## config.mk

```make
export PLATFORM = sky130hd
export DESIGN_NAME = compare_serial_n
export DESIGN_NICKNAME = d
export VERILOG_FILES = /design/src/rtl/compare_serial_n.sv
export SDC_FILE = /design/constraint.sdc
export NUM_CORES = 1
export LEC_CHECK = 0
export CAP_MARGIN = 20
export CELL_PAD_IN_SITES_DETAIL_PLACEMENT = 1
export CELL_PAD_IN_SITES_GLOBAL_PLACEMENT = 2
export CORE_UTILIZATION = 37
export CTS_BUF_LIST = sky130_fd_sc_hd__clkbuf_2 sky130_fd_sc_hd__clkbuf_4 sky130_fd_sc_hd__clkbuf_8
export DETAILED_ROUTE_END_ITERATION = 10
export PLACE_DENSITY_LB_ADDON = 0.15
export SETUP_SLACK_MARGIN = 0.15
export SLEW_MARGIN = 20
export SYNTH_ARGS = -nofsm -noshare
export SYNTH_HDL_FRONTEND = slang
export SYNTH_SLANG_ARGS = --single-unit
```

## constraint.sdc

```tcl
create_clock -name clk -period 3.5 [get_ports clk]
set_clock_uncertainty 0.05 [all_clocks]
set_input_delay 0.7 -clock clk [delete_from_list [all_inputs] [get_ports clk]]
set_output_delay 0.7 -clock clk [all_outputs]
set_load 0.02 [all_outputs]
```

## src/rtl/compare_serial_n.sv

```systemverilog
// ---------------------------------------------------------------------------
// compare_serial_n
//
// Sequential magnitude comparator. Two WIDTH-bit operands are captured on a
// start request and compared DIGIT bits per clock, most significant digit
// first. The comparison stops on the first digit that differs, so the result
// arrives after k+1 cycles (k = index of that digit, 0 = most significant).
// Equal operands take NDIG cycles. No full-width carry chain is needed, which
// is the point of this block for wide operands.
//
// Parameters
//   WIDTH  operand width in bits; must be a multiple of DIGIT
//   DIGIT  bits compared per clock; DIGIT == WIDTH gives a one-cycle compare
//
// Ports
//   clk    in   1      single clock, all state on the rising edge
//   rst_n  in   1      asynchronous, active-low reset
//   start  in   1      request; a/b captured on the edge where start=1, busy=0
//   a      in   WIDTH  operand A, sampled only at capture
//   b      in   WIDTH  operand B, sampled only at capture
//   busy   out  1      high while a comparison is in progress
//   done   out  1      one-cycle pulse: lt/gt/eq have just been updated
//   lt     out  1      A <  B, held from done until the next capture
//   gt     out  1      A >  B, held
//   eq     out  1      A == B, held
//
// Configuration macro
//   SIGNED_CMP_EN  when defined, operands are two's complement. The sign bit
//                  of both operands is inverted at capture (offset binary),
//                  which maps signed order onto unsigned order, so the digit
//                  compare itself is unchanged. Latency rules are identical.
//                  When undefined, operands are unsigned.
// ---------------------------------------------------------------------------
module compare_serial_n #(
  parameter int WIDTH = 16,
  parameter int DIGIT = 4
) (
  input  logic             clk,
  input  logic             rst_n,
  input  logic             start,
  input  logic [WIDTH-1:0] a,
  input  logic [WIDTH-1:0] b,
  output logic             busy,
  output logic             done,
  output logic             lt,
  output logic             gt,
  output logic             eq
);

  localparam int NDIG = WIDTH / DIGIT;
  localparam int CW   = $clog2(NDIG) + 1;

  // Counter value of the least significant digit; reaching it with equal
  // digits means the whole operands are equal.
  localparam logic [CW-1:0] LAST_DIG = CW'(NDIG - 1);

  // Pattern XORed into both operands at capture. Flipping the sign bit turns
  // two's complement into offset binary, whose unsigned order matches the
  // signed order of the original values.
`ifdef SIGNED_CMP_EN
  localparam logic [WIDTH-1:0] CAP_XOR = WIDTH'(1) << (WIDTH - 1);
`else
  localparam logic [WIDTH-1:0] CAP_XOR = '0;
`endif

  typedef enum logic {
    IDLE = 1'b0,
    RUN  = 1'b1
  } state_t;

  state_t           state;
  logic [WIDTH-1:0] sa;
  logic [WIDTH-1:0] sb;
  logic [CW-1:0]    cnt;

  logic [DIGIT-1:0] da;
  logic [DIGIT-1:0] db;
  logic             dig_gt;
  logic             dig_lt;
  logic             last_dig;

  // The digit under test always sits at the top of the shift registers;
  // equal digits shift the next one up into place.
  always_comb begin
    da       = sa[WIDTH-1 -: DIGIT];
    db       = sb[WIDTH-1 -: DIGIT];
    dig_gt   = (da > db);
    dig_lt   = (da < db);
    last_dig = (cnt == LAST_DIG);
  end

  // Controller and datapath. done defaults low every cycle so it can only
  // ever be a single-cycle pulse. Results are cleared at capture and set
  // exactly once when the comparison resolves, which keeps lt/gt/eq one-hot
  // after done and all-zero while a comparison is pending. start is only
  // looked at in IDLE, so a request while busy has no effect; since the
  // resolving edge already returns to IDLE, a start in the done cycle is
  // accepted and back-to-back comparisons need no idle cycle.
  always_ff @(posedge clk or negedge rst_n) begin
    if (!rst_n) begin
      state <= IDLE;
      sa    <= '0;
      sb    <= '0;
      cnt   <= '0;
      busy  <= 1'b0;
      done  <= 1'b0;
      lt    <= 1'b0;
      gt    <= 1'b0;
      eq    <= 1'b0;
    end else begin
      done <= 1'b0;
      case (state)
        IDLE: begin
          if (start) begin
            sa    <= a ^ CAP_XOR;
            sb    <= b ^ CAP_XOR;
            cnt   <= '0;
            lt    <= 1'b0;
            gt    <= 1'b0;
            eq    <= 1'b0;
            busy  <= 1'b1;
            state <= RUN;
          end
        end
        RUN: begin
          if (dig_gt) begin
            gt    <= 1'b1;
            done  <= 1'b1;
            busy  <= 1'b0;
            state <= IDLE;
          end else if (dig_lt) begin
            lt    <= 1'b1;
            done  <= 1'b1;
            busy  <= 1'b0;
            state <= IDLE;
          end else if (last_dig) begin
            eq    <= 1'b1;
            done  <= 1'b1;
            busy  <= 1'b0;
            state <= IDLE;
          end else begin
            sa  <= sa << DIGIT;
            sb  <= sb << DIGIT;
            cnt <= cnt + CW'(1);
          end
        end
        default: begin
          busy  <= 1'b0;
          state <= IDLE;
        end
      endcase
    end
  end

endmodule

```

==> metrics.md, run 1 <==
| Metric | Value |
|---|---|
| Yosys warning count | 0 |
| Most frequent cells in the layout | dfrtp_1, clkdlybuf4s50_1, or3_1 |
| Period Utilization, post-route | 0.639 |
| Worst Hold Path EP | cnt[0] |
| I/O pins | 40 |
| Hold WS | 0.439 ns |
| First-pass GRT wire length | 7.49 mm |
| Layout area overhead | 25.8% |
| Cell Int Power | 1210 µW |
| Nets | 244 |
| Antenna Nets Post-Route | 0 |
| Final hold violations | 0 |
| Initial antenna violation count | 0 |
| Most common cell after layout, fill and taps aside | dfrtp_1 |
| Post-CTS sizing | 0 |
| Combinational Power Share | 0.402 |
| Initial Util | 0.384 |
| Pwr/cell area | 773 nW/µm² |
| Crit. End Element | flip-flop |
| Worst reg2reg path depth | 5 |
| Total chip power | 1890 µW |
| Final min period | 2.24 ns |
| TritonCTS clock tree | yes |
| Std cell rows | 26 |
| Seq/Total Area, Yosys | 0.527 |
| R2R Path Start | sa[13] |
| H-tree depth | 2 |
| Cts bufs inserted | 5 |
| DRT Pass-1 Iters | 4 |
| Setup Viol. Count Final | 0 |
| Fin. max-slew vios | 0 |
| Count of different cell masters after synthesis | 29 |
| Vias in the first global route | 1531 |
| Status | complete, no violations |
| Hold_buf cts | 0 |
| Fillers | 575 |
| Core area | 5070 µm² |
| DR DRC count | 0 |
| RSZ-0062 raised after global routing | false |
| Die height | 74.6 µm |
| Final Non-Filler Cells | 273 |
| Reg-to-reg setup timing slack | 1.26 ns |
| Mean area per synthesized cell | 11.7 µm² |
| Worst hold path type | reg -> reg |
| Post-CTS setup buffer count | 0 |
| Wire per inst | 17.2 µm |
| Detailed-route via count | 1516 |
| Total GRT Usage | 0.185 |
| Sw frac | 0.361 |
| Max-slew headroom at the worst pin | 0.382 |
| Switching pwr | 683 µW |
| Diode count | 0 |
| Total grt overflow | 0 |
| Largest net degree at the start of global routing | 42 |
| CTS sink cnt | 41 |
| # port buffers | 39 |
| Share of layout cells above drive strength 1 | 0.113 |
| CTS root buf | clkbuf_8 |
| Worst Tran Pin Value | 0.927 ns |
| Hold path depth | 1 |
| Worst-path fanout max | 26 |
| Die area | 5560 µm² |
| RD Place Congestion | 0.727 |
| Seq cells post-synth | 41 |
| F_max | 447 MHz |
| CTS Buffer Depth | 2 |
| Die W | 74.6 µm |
| Final wirelength | 4.70 mm |
| Leak | 0.000981 µW |
| Sequential share of power | 0.433 |
| Critical Path Start Type | flip-flop |
| Clock latency at the later pin of the worst-skew pair | 0.29 ns |
| CP arrival | 2.41 ns |
| Setup crit start | sa[13] |
| CTS clk-pin slew, worst paths | 0.07 ns |
| Setup TNS Final | 0 ns |
| Syn Std Cell Area | 1950 µm² |
| Syn Nets | 207 |
| Critical path class | reg -> reg |
| Max-cap viol count | 0 |
| Peak VDD IR | 243 µV |
| 1st-iter DRT viols | 54 |
| Hold path start | cnt[0] |
| Mapped Cells | 166 |
| Reg2reg end | sb[9] |
| Vias per std cell | 5.55 |
| Post-placement cell count | 266 |
| Clk pwr share | 0.165 |
| Dpl hpwl | 3.28 mm |
| Data required, critical path | 3.68 ns |
## flip-flops by register name, summed over array words and instances, names as in the netlist
register,cells
sa,16
sb,16
cnt,3
busy,1
done,1
eq,1
gt,1
lt,1
state,1
## synth_stat cells, drive strengths merged
cell type  count  area [µm²]
mux2i          1        10.0
o21ai          7        46.3
nand4          1        6.26
and4           1        11.3
nor2b          1        8.76
nand2         21        86.3
nor2           3        13.8
a32o           1        10.0
dfrtp         41        1030
o311a          1        21.3
nor3           1        5.00
or2            1        8.76
inv            7        26.3
clkinv         1        3.75
a21oi          9        45.0
ha             6        75.1
o311ai         1        26.3
o221a         24         270
buf            5        50.0
o41ai          1        8.76
or3           24         150
o211ai         2        15.0
nand3          1        5.00
clkbuf         5        18.8
## power groups by stage
stage,Clock [µW],Sequential [µW],Combinational (µW)
global route,345,842,831
floorplan,0,807,544
CTS,329,821,768
global placement,0,821,728
finish,313,820,761
detailed placement,0,831,763
## layer usage
metal / wire (µm) / vias to the layer above / global-route usage
li1: - / 700 / -
met1: 2160 / 773 / 0.241
met2: 2310 / 37 / 0.296
met3: 160 / 6 / 0.0461
met4: 64 / 0 / 0.0692
met5: 0 / - / 0
## area by class of cell
class	instances	area [µm²]	share of cell area
clock buffers	7	90.1	0.0368
multi-input cells	107	823	0.336
well taps	70	87.6	0.0358
flip-flops and latches	41	1030	0.419
repair buffers	40	393	0.160
inverters	8	30.0	0.0123
## logic make-up (layout without fill, tap and decap cells)
logic type / count (synthesis) / count (layout) / synth area share
AND/OR/NAND/NOR: 54 / 54 / 0.152
multiplexers: 1 / 1 / 0.00514
adder cells (fa/ha/maj): 6 / 6 / 0.0385
flip-flops: 41 / 41 / 0.527
AO/OA/AOI/OAI: 46 / 46 / 0.227
buffers and inverters: 18 / 55 / 0.0507
## per-stage QoR
step	utilization	area [µm²]	setup WS, ns
after detailed placement	0.465	2360	1.07
after global routing	0.483	2450	1.14
after global placement	0.465	2360	1.12
final	0.483	2450	1.26
after floorplan	-	1950	1.67
after CTS	0.483	2450	1.25
## worst max-delay path, stage by stage, from the launching register on
cell	delay [ns]
dfrtp_1	0.41
ha_1	0.33
nor2b_2	0.29
o311ai_4	0.18
o21ai_4	0.59
o221a_2	0.33
## how the worst max path moves through the flow
stage | endpoint
floorplan | sa[10]
global placement | sb[9]
detailed placement | sa[2]
CTS | sb[9]
global route | sa[11]
finish | sb[9]
Power figures use the tool's default switching activity.
==> inputs of run 2 (changes only) <==
- CORE_UTILIZATION: 37 -> 34
- clock period: 3.5 -> 2.12 ns (I/O delays scaled with it)
==> metrics.md, run 2 (same netlist as run 1, synthesis figures left out) <==
| Metric | Value |
|---|---|
| Status | complete, no violations (unchanged) |
| Setup Viol. Count Final | 0 (unchanged) |
| Initial Util | 0.354 (was 0.384) |
| Peak VDD IR | 462 µV (was 243 µV) |
| # port buffers | 39 (unchanged) |
| DR DRC count | 0 (unchanged) |
| I/O pins | 40 (unchanged) |
| Final hold violations | 0 (unchanged) |
| Total chip power | 3290 µW (was 1890 µW) |
| Setup ws final | 0.225 ns (was 1.26 ns) |
| Area of the multi-input gates | 850 µm² (was 823 µm²) |
| Total GRT Usage | 0.175 (was 0.185) |
| Fillers | 610 (was 575) |
| Period Utilization, post-route | 0.894 (was 0.639) |
| Worst Tran Pin Value | 0.511 ns (was 0.927 ns) |
| Worst reg2reg path depth | 6 (was 5) |
| Pwr/cell area | 1290 nW/µm² (was 773 nW/µm²) |
| Wire per inst | 16.7 µm (was 17.2 µm) |
| Data required, critical path | 2.24 ns (was 3.68 ns) |
| Reg-to-reg setup timing slack | 0.22 ns (was 1.26 ns) |
| Clock latency at the later pin of the worst-skew pair | 0.29 ns (about the same) |
| Worst hold path type | in -> async (was reg -> reg) |
| Post-placement cell count | 274 (was 266) |
| Dpl ws | 0.116 ns (was 1.07 ns) |
| Antenna Nets Post-Route | 0 (unchanged) |
| DRT Pass-1 Iters | 4 (unchanged) |
| RD Place Congestion | 0.730 (was 0.727) |
| CTS clk-pin slew, worst paths | 0.08 ns (was 0.07 ns) |
| Cts bufs inserted | 5 (unchanged) |
| Total grt overflow | 0 (unchanged) |
| Largest registers | sa (16), sb (16), cnt (3) (unchanged) |
| Setup TNS Final | 0 ns (unchanged) |
| Die area | 6040 µm² (was 5560 µm²) |
| First-pass GRT wire length | 8.16 mm (was 7.49 mm) |
| Vias in the first global route | 1601 (was 1531) |
| Nets | 250 (was 244) |
| Die W | 77.7 µm (was 74.6 µm) |
| CP arrival | 2.02 ns (was 2.41 ns) |
| Post-CTS setup buffer count | 0 (unchanged) |
| Most frequent cells in the layout | dfrtp_1, clkdlybuf4s50_1, or3_1 (unchanged) |
| H-tree depth | 2 (unchanged) |
| Core area | 5510 µm² (was 5070 µm²) |
| Critical Path Start Type | flip-flop (unchanged) |
| Max-cap viol count | 0 (unchanged) |
| Reg2reg end | sb[14] (was sb[9]) |
| Share of layout cells above drive strength 1 | 0.148 (was 0.113) |
| TritonCTS clock tree | yes (unchanged) |
| Detailed-route via count | 1453 (was 1516) |
| Final min period | 1.90 ns (was 2.24 ns) |
| Diode count | 0 (unchanged) |
| Std cell rows | 27 (was 26) |
| Most common cell after layout, fill and taps aside | dfrtp_1 (unchanged) |
| Fin. max-slew vios | 0 (unchanged) |
| Dpl hpwl | 3.33 mm (was 3.28 mm) |
| Seq. cell area | 1030 µm² (unchanged) |
| RSZ-0062 raised after global routing | false (unchanged) |
| Final Non-Filler Cells | 282 (was 273) |
| CTS root buf | clkbuf_8 (unchanged) |
| Crit. End Element | flip-flop (unchanged) |
| Worst-path fanout max | 26 (unchanged) |
| R2R Path Start | sa[14] (was sa[13]) |
| Final wirelength | 4.70 mm (about the same) |
| Largest net degree at the start of global routing | 42 (unchanged) |
| F_max | 528 MHz (was 447 MHz) |
| Leak | 0.00102 µW (was 0.000981 µW) |
| CTS sink cnt | 41 (unchanged) |
| Initial antenna violation count | 0 (unchanged) |
| Vias per std cell | 5.15 (was 5.55) |
| 1st-iter DRT viols | 77 (was 54) |
| Max-slew headroom at the worst pin | 0.658 (was 0.382) |
| Die height | 77.7 µm (was 74.6 µm) |
| CTS Buffer Depth | 2 (unchanged) |
| Critical path class | reg -> reg (unchanged) |
| Layout area overhead | 30.8% (was 25.8%) |
==> run 2: cell type report <==
| type | count | area share |
|---|---|---|
| clock buffers | 7 | 0.0378 |
| flip-flops and latches | 41 | 0.403 |
| clock inverters | 1 | 0.00196 |
| well taps | 72 | 0.0354 |
| repair buffers | 46 | 0.177 |
| multi-input cells | 107 | 0.333 |
| inverters | 8 | 0.0118 |
==> run 2: power by group <==
group	total [µW]	internal [µW]	leakage, µW	switching (µW)
combinational	1370	681	0.000483	692
clock	557	294	0.0000542	262
sequential	1360	1130	0.000479	225
==> run 2: layer usage <==
metal	vias to the layer above	wire length [µm]	global-route usage
li1	709	-	-
met1	713	2230	0.242
met2	26	2280	0.275
met3	5	156	0.0529
met4	0	29	0.0283
met5	-	0	0
==> run 2: metrics by stage <==
stage	util	instance area [µm²]	hold slack, ns
detailed placement	0.439	2420	0.437
global placement	0.439	2420	0.422
CTS	0.458	2520	0.162
global route	0.463	2550	0.181
finish	0.463	2550	0.138
floorplan	-	1950	0.0784
==> run 2: critical path, stage by stage (launching register included) <==
cell      delay (ns)
dfrtp_1         0.40
ha_1            0.23
or2_4           0.28
o311ai_4        0.31
o21ai_4         0.09
buf_12          0.16
o221a_2         0.25
==> run 2: how the worst max path moves through the flow <==
stage | start | to | slack (ns)
finish | sa[14] | sb[14] | 0.22
detailed placement | start | sa[3] | 0.12
global route | sa[14] | sb[14] | 0.15
global placement | start | sb[0] | 0.23
CTS | sb[13] | sb[11] | 0.17
floorplan | sa[13] | sa[10] | 0.29
==> run 2: timing repair <==
item / in CTS / in global routing
hold buffers: 0 / 0
endpoints found under the setup margin: 0 / 24
gates resized for setup: 0 / 3
